--- src/rtl/multicycle_controller.sv ---
// Main control FSM for the multi-cycle RV32I core: sequences fetch, decode, execute,
// memory and writeback over a shared ALU and one unified, handshaked memory port.
module multicycle_controller (
    input  logic       clk,
    input  logic       rst_n,
    input  logic [6:0] op,
    input  logic [2:0] func3,
    input  logic       zero,
    input  logic       mem_ready,
    output logic       mem_req,
    output logic       MemWrite,
    output logic       AdrSrc,
    output logic       IRWrite,
    output logic       PCWrite,
    output logic       RegWrite,
    output logic [1:0] ResultSrc,
    output logic [1:0] ALUSrcA,
    output logic [1:0] ALUSrcB,
    output logic [1:0] ALUOp,
    output logic       illegal,
    output logic       retire
);

    typedef enum logic [3:0] {
        S_IDLE   = 4'd0,
        S_FETCH  = 4'd1,
        S_DECODE = 4'd2,
        S_MEMADR = 4'd3,
        S_MEMRD  = 4'd4,
        S_MEMWB  = 4'd5,
        S_MEMWR  = 4'd6,
        S_EXECR  = 4'd7,
        S_EXECI  = 4'd8,
        S_ALUWB  = 4'd9,
        S_BRANCH = 4'd10,
        S_JAL    = 4'd11
    } state_t;

    localparam logic [6:0] OP_LW    = 7'b0000011;
    localparam logic [6:0] OP_SW    = 7'b0100011;
    localparam logic [6:0] OP_RTYPE = 7'b0110011;
    localparam logic [6:0] OP_ITYPE = 7'b0010011;
    localparam logic [6:0] OP_BR    = 7'b1100011;
    localparam logic [6:0] OP_JAL   = 7'b1101111;

    state_t state_q, state_d;

    always_ff @(posedge clk or negedge rst_n) begin
        if (!rst_n) begin
            state_q <= S_IDLE;
        end else begin
            state_q <= state_d;
        end
    end

    always_comb begin
        state_d   = S_FETCH;
        mem_req   = 1'b0;
        MemWrite  = 1'b0;
        AdrSrc    = 1'b0;
        IRWrite   = 1'b0;
        PCWrite   = 1'b0;
        RegWrite  = 1'b0;
        ResultSrc = 2'b00;
        ALUSrcA   = 2'b00;
        ALUSrcB   = 2'b00;
        ALUOp     = 2'b00;
        illegal   = 1'b0;
        retire    = 1'b0;

        case (state_q)
            S_IDLE: begin
                state_d = S_FETCH;
            end
            S_FETCH: begin
                mem_req   = 1'b1;
                ALUSrcB   = 2'b10;
                ResultSrc = 2'b10;
                IRWrite   = mem_ready;
                PCWrite   = mem_ready;
                state_d   = mem_ready ? S_DECODE : S_FETCH;
            end
            S_DECODE: begin
                // Precompute the branch/jump target into ALUOut while the opcode is decoded.
                ALUSrcA = 2'b01;
                ALUSrcB = 2'b01;
                case (op)
                    OP_LW, OP_SW: state_d = S_MEMADR;
                    OP_RTYPE:     state_d = S_EXECR;
                    OP_ITYPE:     state_d = S_EXECI;
                    OP_BR:        state_d = S_BRANCH;
                    OP_JAL:       state_d = S_JAL;
                    default: begin
                        state_d = S_FETCH;
                        illegal = 1'b1;
                    end
                endcase
            end
            S_MEMADR: begin
                ALUSrcA = 2'b10;
                ALUSrcB = 2'b01;
                state_d = (op == OP_LW) ? S_MEMRD : S_MEMWR;
            end
            S_MEMRD: begin
                mem_req = 1'b1;
                AdrSrc  = 1'b1;
                state_d = mem_ready ? S_MEMWB : S_MEMRD;
            end
            S_MEMWB: begin
                ResultSrc = 2'b01;
                RegWrite  = 1'b1;
                retire    = 1'b1;
                state_d   = S_FETCH;
            end
            S_MEMWR: begin
                mem_req  = 1'b1;
                AdrSrc   = 1'b1;
                MemWrite = 1'b1;
                retire   = mem_ready;
                state_d  = mem_ready ? S_FETCH : S_MEMWR;
            end
            S_EXECR: begin
                ALUSrcA = 2'b10;
                ALUSrcB = 2'b00;
                ALUOp   = 2'b10;
                state_d = S_ALUWB;
            end
            S_EXECI: begin
                ALUSrcA = 2'b10;
                ALUSrcB = 2'b01;
                ALUOp   = 2'b10;
                state_d = S_ALUWB;
            end
            S_ALUWB: begin
                ResultSrc = 2'b00;
                RegWrite  = 1'b1;
                retire    = 1'b1;
                state_d   = S_FETCH;
            end
            S_BRANCH: begin
                ALUSrcA = 2'b10;
                ALUSrcB = 2'b00;
                ALUOp   = 2'b01;
                retire  = 1'b1;
                case (func3)
                    3'b000:  PCWrite = zero;
                    3'b001:  PCWrite = ~zero;
                    default: illegal = 1'b1;
                endcase
                state_d = S_FETCH;
            end
            S_JAL: begin
                // ALUResult = OldPC + 4 is the link value; ALUWB writes it to rd.
                ALUSrcA = 2'b01;
                ALUSrcB = 2'b10;
                PCWrite = 1'b1;
                state_d = S_ALUWB;
            end
            default: begin
                state_d = S_FETCH;
            end
        endcase
    end

endmodule
--- config.mk ---
export PLATFORM = sky130hd
export DESIGN_NAME = multicycle_controller
export DESIGN_NICKNAME = d
export VERILOG_FILES = /design/src/rtl/multicycle_controller.sv
export SDC_FILE = /design/constraint.sdc
export NUM_CORES = 1
export LEC_CHECK = 0
export CAP_MARGIN = 15
export CELL_PAD_IN_SITES_DETAIL_PLACEMENT = 1
export CELL_PAD_IN_SITES_GLOBAL_PLACEMENT = 2
export CORE_UTILIZATION = 20
export DETAILED_ROUTE_END_ITERATION = 16
export PLACE_DENSITY_LB_ADDON = 0.08
export REMOVE_ABC_BUFFERS = 1
export SYNTH_ARGS = -nofsm -noshare
export SYNTH_HDL_FRONTEND = slang
export SYNTH_SLANG_ARGS = --single-unit
--- constraint.sdc ---
create_clock -name clk -period 3.8 [get_ports clk]
set_input_delay 1.14 -clock clk [delete_from_list [all_inputs] [get_ports clk]]
set_output_delay 1.14 -clock clk [all_outputs]
set_load 0.03 [all_outputs]
==> run_summary.xml <==
<?xml version="1.0" encoding="UTF-8"?>
<metrics>
  <group name="outcome">
    <metric name="outcome" unit="">completed</metric>
  </group>
  <group name="layout">
    <metric name="final_area" unit="µm²">924.6</metric>
    <metric name="largest_registers" unit="">state_q x4</metric>
    <metric name="drive_gt1_share" unit="%">11.11</metric>
    <metric name="final.fill_count" unit="">344</metric>
    <metric name="largest_register_ff_count" unit="">4</metric>
    <metric name="final_core_util" unit="%">36.01</metric>
    <metric name="layout-area-overhead-vs-synth" unit="%">63.50</metric>
    <metric name="num-nets-final" unit="">133</metric>
    <metric name="largest_register" unit="">state_q</metric>
    <metric name="antennaDiodeCount" unit="">0</metric>
  </group>
  <group name="worst_setup_path">
    <metric name="timing.critical_path.from_type" unit="">input pin</metric>
    <metric name="r2r_cells" unit="">4</metric>
    <metric name="r2r_slack" unit="ps">2290</metric>
    <metric name="worstSetupEndpointType" unit="">output port</metric>
    <metric name="worstPathRequired" unit="ps">2660</metric>
    <metric name="worstPathMaxFanout" unit="">6</metric>
    <metric name="rr_startpoint" unit="">state_q[1]$_DFF_PN0_</metric>
    <metric name="setup.worst_path.class" unit="">in -&gt; out</metric>
    <metric name="timing.critical_path.arrival" unit="ps">2510</metric>
    <metric name="regToRegEndpoint" unit="">state_q[3]$_DFF_PN0_</metric>
  </group>
  <group name="floorplan">
    <metric name="die_width" unit="µm">55.18</metric>
    <metric name="design.die.area" unit="mm²">0.003044</metric>
    <metric name="io-pin-count" unit="">30</metric>
    <metric name="initial_utilization" unit="%">22.03</metric>
    <metric name="die-height" unit="µm">55.18</metric>
    <metric name="core_area" unit="mm²">0.002567</metric>
    <metric name="row_count" unit="">18</metric>
  </group>
  <group name="timing">
    <metric name="final-max-slew-violation-count" unit="">0</metric>
    <metric name="finalSetupViolCount" unit="">0</metric>
    <metric name="max_slew_margin" unit="%">65.09</metric>
    <metric name="worst_slew_pin_slew" unit="ps">523.7</metric>
    <metric name="final.period_utilization" unit="%">96.01</metric>
    <metric name="hold_ws" unit="ps">725.4</metric>
    <metric name="final_period_minus_worst_setup_slack" unit="ps">3648</metric>
    <metric name="grt_setup_unrepaired" unit="">no</metric>
    <metric name="finalClockSkew" unit="ps">0.2081</metric>
    <metric name="max_clock_freq" unit="MHz">274.1</metric>
    <metric name="timing.setup.tns" unit="ps">0</metric>
    <metric name="final_hold_viol_count" unit="">0</metric>
  </group>
  <group name="grt">
    <metric name="number_of_global_route_vias_before_repair" unit="">694</metric>
    <metric name="largest_net_degree_at_the_start_of_global_routing" unit="">17</metric>
    <metric name="global_route.usage.total" unit="%">14.34</metric>
    <metric name="grt_first_pass_wirelength" unit="mm">3.091</metric>
    <metric name="antenna_found_initial" unit="">0</metric>
    <metric name="grt_remaining_overflow" unit="">0</metric>
  </group>
  <group name="min_path">
    <metric name="whs_endpoint" unit="">state_q[2]$_DFF_PN0_</metric>
    <metric name="holdCritStartpoint" unit="">state_q[2]$_DFF_PN0_</metric>
    <metric name="hold_class" unit="">reg -&gt; reg</metric>
    <metric name="number_of_cells_on_the_worst_hold_path" unit="">2</metric>
  </group>
  <group name="synth">
    <metric name="synth.top_cells.by_area" unit="">sky130_fd_sc_hd__dfrtp_1 18%, sky130_fd_sc_hd__nor2_1 9.3%, sky130_fd_sc_hd__nand2b_1 6.6%, sky130_fd_sc_hd__a21oi_1 6.2%, sky130_fd_sc_hd__buf_2 4.4%</metric>
    <metric name="yosys.cell_count.top_type" unit="">sky130_fd_sc_hd__nor2_1</metric>
    <metric name="yosysWarnings" unit="">0</metric>
    <metric name="dominantRegCellSynth" unit="">sky130_fd_sc_hd__dfrtp_1</metric>
    <metric name="synth.top_cell.area_share" unit="%">17.70</metric>
    <metric name="synthesis.instances" unit="">85</metric>
    <metric name="async_flop_share" unit="%">100.0</metric>
    <metric name="top_cell_types_by_occurrence_after_synthesis" unit="">14 x sky130_fd_sc_hd__nor2_1, 7 x sky130_fd_sc_hd__a21oi_1, 6 x sky130_fd_sc_hd__nand2b_1</metric>
    <metric name="synth_cell_types" unit="">33</metric>
    <metric name="cell_type_with_the_highest_aggregate_area_in_the_netlist" unit="">sky130_fd_sc_hd__dfrtp_1</metric>
    <metric name="mappedNetlistArea" unit="µm²">565.5</metric>
    <metric name="ys_seq_elements" unit="">4</metric>
    <metric name="synth_sequential_area_ratio" unit="%">17.70</metric>
    <metric name="syn_avg_cell_area" unit="µm²">6.653</metric>
    <metric name="synth_edf_count" unit="">0</metric>
  </group>
  <group name="clocking">
    <metric name="tritoncts.num_buffers" unit="">3</metric>
    <metric name="cts.clk_slew.worst_paths" unit="ps">40</metric>
    <metric name="clock_tree.root_cell" unit="">sky130_fd_sc_hd__clkbuf_4</metric>
    <metric name="cts_tree" unit="">yes</metric>
    <metric name="postCtsSetupBuffers" unit="">0</metric>
    <metric name="clock-sinks" unit="">4</metric>
    <metric name="cts_max_level" unit="">1</metric>
    <metric name="clock_tree.buffer_depth" unit="">2</metric>
    <metric name="worst_skew_pair.late_latency" unit="ps">230</metric>
    <metric name="holdBufCountCts" unit="">0</metric>
    <metric name="cts_resized" unit="">0</metric>
  </group>
  <group name="drt">
    <metric name="drt_first_iter_violations" unit="">6</metric>
    <metric name="routed_via_density" unit="">4.966</metric>
    <metric name="detail_route.wirelength" unit="mm">2.022</metric>
    <metric name="drt-wirelength-per-cell" unit="µm">13.76</metric>
    <metric name="via_count" unit="">730</metric>
    <metric name="count_of_tritonroute_iterations_in_the_first_routing_pass" unit="">4</metric>
    <metric name="ant_nets" unit="">0</metric>
    <metric name="route.detailed.drc" unit="">0</metric>
  </group>
  <group name="power">
    <metric name="peakVddDrop" unit="mV">0.5089</metric>
    <metric name="power.density_cell_area" unit="mW/mm²">746.4</metric>
    <metric name="p_leak" unit="nW">0.3615</metric>
    <metric name="design_power_total" unit="mW">0.6902</metric>
  </group>
  <group name="placement">
    <metric name="post_place_cell_area" unit="µm²">902.1</metric>
    <metric name="port-buffer-count" unit="">29</metric>
    <metric name="gp_congestion" unit="">0.7809</metric>
    <metric name="placed_wire_length_estimate" unit="mm">1.504</metric>
  </group>
  <group name="run">
    <metric name="max-cap-violations" unit="">0</metric>
  </group>
</metrics>
==> power breakdown <==
group	internal, mW	leakage (nW)	switching (mW)
clock network	0.0353	0.0138	0.0174
registers	0.0595	0.0506	0.0628
logic	0.223	0.297	0.292
total	0.318	0.362	0.373
==> routing by layer <==
layer	global-route usage, %	vias to the layer above	share of wire (%)	routed length [µm]
li1	-	373	-	-
met4	5.000	0	0	0
met3	1.913	0	2.7	55
met5	0	-	0	0
met2	22.09	16	44	880
met1	20.19	341	54	1086
==> kinds of logic after synthesis <==
group,Yosys count,synth area share (%)
compound gates,23,28.32
flops,4,17.70
mux,1,1.770
simple gates,45,40.49
buf+inv,9,7.078
xor+xnor,3,4.647
==> metrics by stage <==
stage	setup slack (ps)	cells
after global placement	170.9	144
after floorplan	696.4	79
after CTS	128.1	147
final	151.8	147
after global routing	58.03	147
after detailed placement	128.2	144
==> final cells by class <==
type / instances / area, µm² / share of cell area (%)
Clock buffer: 3 / 22.52 / 2.436
Timing Repair Buffer: 35 / 327.8 / 35.45
Tap cell: 30 / 37.54 / 4.060
Sequential cell: 4 / 100.1 / 10.83
Multi-Input combinational cell: 72 / 425.4 / 46.01
Inverter: 3 / 11.26 / 1.218
==> cells in the final DEF (no fill, tap or decap), types with 2 or more instances in the layout <==
master,synthesis,final
sky130_fd_sc_hd__a21oi_1,7,7
sky130_fd_sc_hd__and3_1,3,3
sky130_fd_sc_hd__buf_4,0,9
sky130_fd_sc_hd__clkbuf_4,0,3
sky130_fd_sc_hd__clkdlybuf4s50_1,0,26
sky130_fd_sc_hd__dfrtp_1,4,4
sky130_fd_sc_hd__inv_1,2,2
sky130_fd_sc_hd__nand2_1,5,5
sky130_fd_sc_hd__nand2b_1,6,6
sky130_fd_sc_hd__nand3_1,4,4
sky130_fd_sc_hd__nand4_1,3,3
sky130_fd_sc_hd__nor2_1,14,14
sky130_fd_sc_hd__nor2b_1,3,3
sky130_fd_sc_hd__nor3_1,2,2
sky130_fd_sc_hd__o2111a_1,2,2
sky130_fd_sc_hd__o21ai_0,3,3
sky130_fd_sc_hd__o22ai_1,2,2
sky130_fd_sc_hd__or2_1,2,2
sky130_fd_sc_hd__xnor2_1,2,2
==> worst max-delay path: stages <==
cell                              delay, ps
sky130_fd_sc_hd__clkdlybuf4s50_1        570
sky130_fd_sc_hd__nand4_1                160
sky130_fd_sc_hd__nor2_1                 160
sky130_fd_sc_hd__a21oi_1                 60
sky130_fd_sc_hd__o2111a_1               250
sky130_fd_sc_hd__buf_4                  170
==> worst max-delay path by stage <==
stage	start	to	cells after the start	slack (ps)
after global routing	op[5]	illegal	6	60
after CTS	op[5]	illegal	6	130
after global placement	mem_ready	IRWrite	3	170
after detailed placement	op[5]	illegal	6	130
final	op[5]	illegal	6	150
after floorplan	zero	PCWrite	4	700
Power figures use the tool's default switching activity.
